**src/rtl/mem_pkg.sv**
```systemverilog
// Shared types, limits and parameter-legality helpers for the synchronous memory controller.
package mem_pkg;

  typedef enum logic {
    ST_INIT  = 1'b0,
    ST_READY = 1'b1
  } state_t;

  localparam int MIN_READ_LAT = 1;
  localparam int MAX_READ_LAT = 4;

  function automatic int be_width(input int word_size);
    return word_size / 8;
  endfunction

  function automatic bit word_size_ok(input int word_size);
    return (word_size >= 8) && ((word_size % 8) == 0);
  endfunction

  function automatic bit mem_size_ok(input int mem_size, input int addr_len);
    return (addr_len >= 1) && (addr_len < 31) && (mem_size >= 1) && (mem_size <= (1 << addr_len));
  endfunction

  function automatic bit read_lat_ok(input int read_lat);
    return (read_lat >= MIN_READ_LAT) && (read_lat <= MAX_READ_LAT);
  endfunction

endpackage

```
**src/rtl/mem_rd_pipe.sv**
```systemverilog
// Valid/data/err delay line for read responses; DEPTH=0 degenerates to a pass-through.
module mem_rd_pipe #(
  parameter int DEPTH = 0,
  parameter int WIDTH = 8
) (
  input  logic             clk,
  input  logic             rst,
  input  logic             i_valid,
  input  logic [WIDTH-1:0] i_data,
  input  logic             i_err,
  output logic             o_valid,
  output logic [WIDTH-1:0] o_data,
  output logic             o_err
);

  generate
    if (DEPTH == 0) begin : g_pass
      logic w_unused;
      assign w_unused = &{1'b0, clk, rst};
      assign o_valid  = i_valid;
      assign o_data   = i_data;
      assign o_err    = i_err;
    end else begin : g_pipe
      for (genvar gi = 0; gi < DEPTH; gi++) begin : g_stage
        logic             w_v_in;
        logic [WIDTH-1:0] w_d_in;
        logic             w_e_in;
        logic             r_valid;
        logic [WIDTH-1:0] r_data;
        logic             r_err;

        if (gi == 0) begin : g_head
          assign w_v_in = i_valid;
          assign w_d_in = i_data;
          assign w_e_in = i_err;
        end else begin : g_link
          assign w_v_in = g_stage[gi-1].r_valid;
          assign w_d_in = g_stage[gi-1].r_data;
          assign w_e_in = g_stage[gi-1].r_err;
        end

        // Data only advances with a valid beat so the output holds its last response.
        always_ff @(posedge clk) begin
          if (rst) begin
            r_valid <= 1'b0;
            r_data  <= '0;
            r_err   <= 1'b0;
          end else begin
            r_valid <= w_v_in;
            r_err   <= w_v_in & w_e_in;
            if (w_v_in) begin
              r_data <= w_d_in;
            end
          end
        end
      end

      assign o_valid = g_stage[DEPTH-1].r_valid;
      assign o_data  = g_stage[DEPTH-1].r_data;
      assign o_err   = g_stage[DEPTH-1].r_err;
    end
  endgenerate

endmodule

```
**src/rtl/sync_mem_ctrl.sv**
```systemverilog
// Synchronous single-port memory with valid/ready requests, byte-enabled writes,
// configurable read latency and a post-reset zero-initialisation sweep.
module sync_mem_ctrl
  import mem_pkg::*;
#(
  parameter int  ADDR_LEN  = 8,
  parameter int  WORD_SIZE = 8,
  parameter int  MEM_SIZE  = 256,
  parameter int  READ_LAT  = 1,
  localparam int BE_W      = be_width(WORD_SIZE)
) (
  input  logic                 clk,
  input  logic                 rst,
  input  logic                 req_valid,
  output logic                 req_ready,
  input  logic                 req_we,
  input  logic [ADDR_LEN-1:0]  req_addr,
  input  logic [WORD_SIZE-1:0] req_wdata,
  input  logic [BE_W-1:0]      req_be,
  output logic                 rsp_valid,
  output logic [WORD_SIZE-1:0] rsp_data,
  output logic                 rsp_err,
  output logic                 busy
);

  localparam int               IDX_W     = (MEM_SIZE > 1) ? $clog2(MEM_SIZE) : 1;
  localparam logic [ADDR_LEN:0] LAST_IDX  = (ADDR_LEN + 1)'(MEM_SIZE - 1);
  localparam logic [ADDR_LEN:0] MEM_LIMIT = (ADDR_LEN + 1)'(MEM_SIZE);

  generate
    if (!word_size_ok(WORD_SIZE)) begin : g_bad_word_size
      $error("sync_mem_ctrl: WORD_SIZE must be a non-zero multiple of 8");
    end
    if (!mem_size_ok(MEM_SIZE, ADDR_LEN)) begin : g_bad_mem_size
      $error("sync_mem_ctrl: MEM_SIZE must lie in 1..2**ADDR_LEN");
    end
    if (!read_lat_ok(READ_LAT)) begin : g_bad_read_lat
      $error("sync_mem_ctrl: READ_LAT out of range");
    end
  endgenerate

  state_t              r_state;
  state_t              w_state_next;
  // One bit wider than the address so a full-size sweep ends without wrapping.
  logic [ADDR_LEN:0]   r_sweep_cnt;
  logic [ADDR_LEN:0]   w_sweep_next;
  logic                w_busy;
  logic                w_ready;

  always_ff @(posedge clk) begin
    if (rst) begin
      r_state     <= ST_INIT;
      r_sweep_cnt <= '0;
    end else begin
      r_state     <= w_state_next;
      r_sweep_cnt <= w_sweep_next;
    end
  end

  always_comb begin
    w_state_next = r_state;
    w_sweep_next = r_sweep_cnt;
    w_busy       = 1'b0;
    w_ready      = 1'b0;
    case (r_state)
      ST_INIT: begin
        w_busy = 1'b1;
        if (r_sweep_cnt == LAST_IDX) begin
          w_state_next = ST_READY;
        end else begin
          w_sweep_next = r_sweep_cnt + 1'b1;
        end
      end
      ST_READY: begin
        w_ready = 1'b1;
      end
      default: begin
        w_state_next = ST_INIT;
      end
    endcase
  end

  assign busy      = w_busy;
  assign req_ready = w_ready;

  logic             w_accept;
  logic             w_in_range;
  logic             w_rd_acc;
  logic [IDX_W-1:0] w_req_idx;

  assign w_accept   = req_valid & w_ready;
  assign w_in_range = ({1'b0, req_addr} < MEM_LIMIT);
  assign w_rd_acc   = w_accept & ~req_we;
  assign w_req_idx  = req_addr[IDX_W-1:0];

  // Single write port shared between the init sweep and accepted in-range writes.
  logic                 w_mem_we;
  logic [IDX_W-1:0]     w_mem_idx;
  logic [WORD_SIZE-1:0] w_mem_wdata;
  logic [BE_W-1:0]      w_mem_be;

  always_comb begin
    w_mem_we    = 1'b0;
    w_mem_idx   = r_sweep_cnt[IDX_W-1:0];
    w_mem_wdata = '0;
    w_mem_be    = '1;
    if (!rst) begin
      if (r_state == ST_INIT) begin
        w_mem_we = 1'b1;
      end else if (w_accept && req_we && w_in_range) begin
        w_mem_we    = 1'b1;
        w_mem_idx   = w_req_idx;
        w_mem_wdata = req_wdata;
        w_mem_be    = req_be;
      end
    end
  end

  logic [WORD_SIZE-1:0] r_mem [MEM_SIZE];

  always_ff @(posedge clk) begin
    if (w_mem_we) begin
      for (int b = 0; b < BE_W; b++) begin
        if (w_mem_be[b]) begin
          r_mem[w_mem_idx][8*b +: 8] <= w_mem_wdata[8*b +: 8];
        end
      end
    end
  end

  logic                 r_s0_valid;
  logic [WORD_SIZE-1:0] r_s0_data;
  logic                 r_s0_err;

  // First read stage samples the array at the accept edge; out-of-range reads yield zero.
  always_ff @(posedge clk) begin
    if (rst) begin
      r_s0_valid <= 1'b0;
      r_s0_data  <= '0;
      r_s0_err   <= 1'b0;
    end else begin
      r_s0_valid <= w_rd_acc;
      r_s0_err   <= w_rd_acc & ~w_in_range;
      if (w_rd_acc) begin
        r_s0_data <= w_in_range ? r_mem[w_req_idx] : '0;
      end
    end
  end

  mem_rd_pipe #(
    .DEPTH (READ_LAT - 1),
    .WIDTH (WORD_SIZE)
  ) u_rd_pipe (
    .clk     (clk),
    .rst     (rst),
    .i_valid (r_s0_valid),
    .i_data  (r_s0_data),
    .i_err   (r_s0_err),
    .o_valid (rsp_valid),
    .o_data  (rsp_data),
    .o_err   (rsp_err)
  );

endmodule

```
**config.mk**
```make
export PLATFORM = sky130hd
export DESIGN_NAME = sync_mem_ctrl
export DESIGN_NICKNAME = d
export VERILOG_FILES = /design/src/rtl/mem_pkg.sv /design/src/rtl/mem_rd_pipe.sv /design/src/rtl/sync_mem_ctrl.sv
export SDC_FILE = /design/constraint.sdc
export NUM_CORES = 2
export LEC_CHECK = 0
export CORE_ASPECT_RATIO = 0.75
export CORE_UTILIZATION = 60
export CTS_CLUSTER_DIAMETER = 30
export DETAILED_ROUTE_END_ITERATION = 8
export HOLD_SLACK_MARGIN = 0.1
export PLACE_DENSITY = 0.76
export RECOVER_POWER = 100
export SYNTH_ARGS = -nofsm -noshare
export SYNTH_HDL_FRONTEND = slang
export SYNTH_SLANG_ARGS = --single-unit
```
**constraint.sdc**
```tcl
create_clock -name clk -period 6.95 [get_ports clk]
set_clock_uncertainty 0.1 [all_clocks]
set_input_delay 1.39 -clock clk [delete_from_list [all_inputs] [get_ports clk]]
set_output_delay 1.39 -clock clk [all_outputs]
set_load 0.05 [all_outputs]
```
# Word-level counts from Yosys, hierarchy flattened
# Memories as Yosys holds them, arrays and structs flattened. A register that Yosys moved wholly into a read port is not among the register bits.
# Cells that the tools add are included.
[op_classes]
n_addsub = 1
n_eq_ne = 1
n_mux = 19
bitwise_logic = 5
n_reduce_logical = 2
[op_table]
columns = ["op", "n"]
rows = [
  ["$mux 8", 6],
  ["$mux 1", 13],
  ["$add 9x1->9 const B", 1],
  ["$eq 9x8->1 const B", 1],
  ["$not 1->1", 3],
  ["$and 1x1->1", 2],
  ["$reduce_and 2->1", 1],
  ["$logic_and 1x1->1", 1],
]
[word_totals]
reg_bits = 11
ram_bits = 2048
inputBits = 21
output_inout_bits = 12
elab_cells = 32
n_memories = 1
[memory_table]
columns = ["name", "words", "word_bits", "rd", "rd_ports_with_merged_regs", "wr", "line", "rtl"]
rows = [
  ["r_mem", 256, 8, 1, 1, 1, "sync_mem_ctrl.sv:119", "logic [WORD_SIZE-1:0] r_mem [MEM_SIZE];"],
]

# Longest topological paths before layout
[logic_depth]
word_depth = 9
depth_mapped = 11
depth_no_buf = 8

# Modules after synthesis
# From an unflattened synthesis, not the netlist that was laid out.
[hier_totals]
cells_unflattened = 3986
area_unflattened_um2 = 80906.3
[modules_own_cells]
columns = ["mod", "instances", "cells_per_inst", "area_per_inst_um2"]
rows = [
  ["sync_mem_ctrl", 1, 3976, 80831.3],
  ["mem_rd_pipe", 1, 10, 75.1],
]

# Worst setup path before layout
# OpenSTA, ideal clock, no wires.
[synth_path]
path_kind = "input to register"
start = "in rst"
end = "mem r_mem[0][0] (data pin)"
setup_ps = 869
t_arrival_ps = 5402
required_time_ps = 5981
slack_ps = 578
path_stages = 4
cell_sequence = "clkbuf_1 > nor3b_1 > clkbuf_1 > and2_1"
[synth_between]
elab_chain_len = 1
[synth_rtl]
columns = ["item", "line", "rtl"]
rows = [
  ["from (decl)", "sync_mem_ctrl.sv:13", "input logic rst,"],
  ["$mux 8", "sync_mem_ctrl.sv:107", "if (!rst) begin"],
  ["via w_mem_wdata[0]", "sync_mem_ctrl.sv:99", "logic [WORD_SIZE-1:0] w_mem_wdata;"],
  ["to (decl)", "sync_mem_ctrl.sv:119", ""],
]
# The timed path passes the listed nets, and every way through them passes these cells.

# Worst setup path in the final report
[layout_path]
start = "in rst"
end = "mem r_mem[110][2] (data pin)"
# The elaborated chain is that of the path after synthesis.

==> summary.md <==
| Metric | Value |
|---|---|
| Synth Register Bits | `2067` |
| Syn_nets | `4000` |
| Worst-path clk slew | `50 ps` |
| Final min period | `5750 ps` |
| Gate Count Post-Synth | `3977` |
| R2R cell count | `5` |
| Largest fanout on the critical path | `78` |
| Worst setup EP type | `flop` |
| Data arrival time of the critical path | `6060 ps` |
| Layer with the highest usage | `met2` |
| Core area | `134000 um2` |
| M2 GR Usage | `44.9%` |
| Placer congestion estimate | `0.955` |
| Final Slew Violations | `585` |
| Yosys warning total | `0` |
| Die W | `426 um` |
| Post-CTS sizing | `0` |
| Status | `finished, violations left` |
| Initial antenna violation count | `10` |
| Max Root-Sink Buffers | `4` |
| Slew headroom | `-80.4%` |
| 1st-pass router iterations | `7` |
| Starting Density | `60.5%` |
| Hold buffers post-CTS | `0` |
| Fill count | `7823` |
| Layout cells sized above 1 | `22.2%` |
| Routed vias | `43000` |
| Global-route wire length before repair | `299000 um` |
| Post-Synthesis Cell Area | `80800 um2` |
| Final Instance Count excl. Fillers | `6191` |
| IO Port Bufs | `31` |
| Commonest cells after routing, fill and taps aside | `edfxtp_1, mux4_2, clkbuf_16, nor2_1, mux2i_1` |
| Worst Tran Pin Value | `2710 ps` |
| Number of enable flip-flop cells after synthesis | `2048` |
| Most common cell after layout, fill and taps aside | `edfxtp_1` |
| M1 GR Usage | `44.4%` |
| Htree depth | `5` |
| Failing checks | `max-capacitance violations, max-slew violations` |
| CTS tree | `done` |
| Worst EP required | `7260 ps` |
| Crit share post-route | `82.7%` |
| Routed vias/inst | `6.95` |
| Tot Pwr | `0.0295 W` |
| Critical path startpoint category | `input pin` |
| # IOs | `33` |
| Hold Path Class | `flop to flop` |
| Clock tree sinks | `2067` |
| Clk_lat worst skew | `900 ps` |
| Post-synth ARST share | `0%` |
| Die footprint | `136000 um2` |
| Global Route Usage Sum | `30.9%` |
| Fin Hold WS | `406 ps` |
| Mean Syn Cell Area | `20.3 um2` |
| Drt initial violations | `6544` |
| Avg WL per Cell | `33.6 um` |
| Max Clock Freq | `174 MHz` |
| Max Cap Violations | `8` |
| DP HPWL | `115000 um` |
| Peak supply drop | `367 uV` |
| Leakage | `34.1 nW` |
| Num CTS Buffers | `308` |
| Yosys cell types | `54` |
| Post-DP Area | `82900 um2` |
| Hold path depth | `2` |
| Vert. Die Dim | `320 um` |
| Post-CTS setup buffer count | `0` |
| Largest net degree at the start of global routing | `176` |
| Dpl cells | `5646` |
| GR Util met3 | `9.50%` |
| Sequential fraction of the synthesis area | `76.5%` |
| RSZ-0062 raised after global routing | `no` |
| Critical Setup Path Class | `input pin to flop` |
| Finished layout cell area | `92800 um2` |
| Final wirelength | `208000 um` |
| Area of the multi-input gates | `17400 um2` |
| GRT overflow | `0` |
| Remaining antenna violation count after routing | `0` |
| Endpoints failing setup | `0` |
| CTS root buf | `clkbuf_16` |
| Top_reg_cell synth | `edfxtp_1` |
| Synth-to-layout area growth | `14.8%` |
| Remaining DRCs | `0` |
| Area occupied by registers | `61900 um2` |
| Setup TNS | `0 ps` |
| Fin. Hold Viols | `0` |
| Number of global-route vias before repair | `42200` |
| Power Density | `318 nW/um2` |
| Row Count | `116` |
| Nets | `4209` |
==> synth_stat cells, drive strengths merged (3+ instances only) <==
cell type	instances	share of area, %
o22ai	57	0.44
a2111oi	8	0.10
a22oi	133	1.2
xor2	4	0.043
a211oi	11	0.10
nand4	10	0.077
mux2	31	0.43
nor3	13	0.080
o41ai	8	0.13
nand3	50	0.31
nand2b	14	0.11
dfxtp	19	0.47
nand3b	9	0.084
mux2i	272	3.4
buf	167	1.7
nor2b	5	0.039
inv	5	0.023
a21oi	34	0.21
o31ai	5	0.053
o221ai	71	0.77
mux4	377	11
a31oi	9	0.070
o21ai	38	0.24
clkbuf	71	0.33
a221oi	16	0.17
or4	8	0.074
nor4b	4	0.074
or3	15	0.12
and3	10	0.077
or2	3	0.023
nand2	93	0.43
nor2	306	1.4
nor4bb	6	0.074
and2	13	0.10
a32oi	8	0.087
and4b	3	0.037
o2111ai	7	0.076
edfxtp	2048	76
o32ai	7	0.076
==> layer usage <==
| metal | vias to the layer above | wire, um |
|---|---|---|
| li1 | 17100 | - |
| met1 | 22000 | 77700 |
| met2 | 3362 | 93800 |
| met3 | 558 | 28100 |
| met4 | 12 | 8220 |
| met5 | - | 73 |
==> metrics by stage <==
| stage | setup slack (ps) | util (%) |
|---|---|---|
| after floorplan | 578 | - |
| after CTS | 2220 | 69.7 |
| final | 1200 | 69.5 |
| after global routing | 1090 | 69.5 |
| after global placement | 1430 | 62.1 |
| after detailed placement | 1350 | 62.1 |
==> cells by family (layout without fill, tap and decap cells) <==
| kind of cell | after synthesis | after routing | share of synthesized area, % |
|---|---|---|---|
| compound gates | 412 | 412 | 3.76 |
| xor+xnor | 6 | 6 | 0.0650 |
| fa+ha+maj | 2 | 2 | 0.0310 |
| buf+inv | 243 | 681 | 2.03 |
| flops | 2067 | 2067 | 76.5 |
| mux | 680 | 680 | 14.4 |
| other cells | 1 | 7 | 0.00464 |
| simple gates | 566 | 566 | 3.16 |
==> final timing paths <==
| kind | slack, ps | start | endpoint |
|---|---|---|---|
| worst max-delay path | 1200 | rst | r_mem[110][2] |
| worst min-delay path | 410 | r_sweep_cnt[8] | r_sweep_cnt[8] |
| worst max register to register | 1910 | r_state | r_mem[110][2] |
| worst min register to register | 410 | r_sweep_cnt[8] | r_sweep_cnt[8] |
==> power breakdown <==
group | internal [W] | total, W | switching, W
combinational | 0.000258 | 0.000756 | 0.000498
clock | 0.00941 | 0.0153 | 0.00586
sequential | 0.0135 | 0.0135 | 0.00000585
total | 0.0232 | 0.0295 | 0.00637
==> final cells by class <==
cell class              count  area share [%]
inverters                   5          0.0202
diodes                      6          0.0162
repair buffers            137            1.26
flip-flops and latches   2067            66.7
well taps                1770            2.39
clock inverters           202            2.39
clock buffers             337            8.53
multi-input cells        1667            18.7
==> worst max-delay path, cell delays in order <==
cell and delay [ps]:
dlygate4sd3_1 530, clkbuf_1 340, nor3b_1 290, clkbuf_1 760
and2_0 1160, clkbuf_2 1450
==> flip-flops by register name, indices dropped and copies added, names as in the netlist <==
name	cells
r_s0_data	8
r_mem	2048
r_state	1
r_s0_valid	1
r_sweep_cnt	9
No activity file was read; power rests on OpenSTA's default activity.
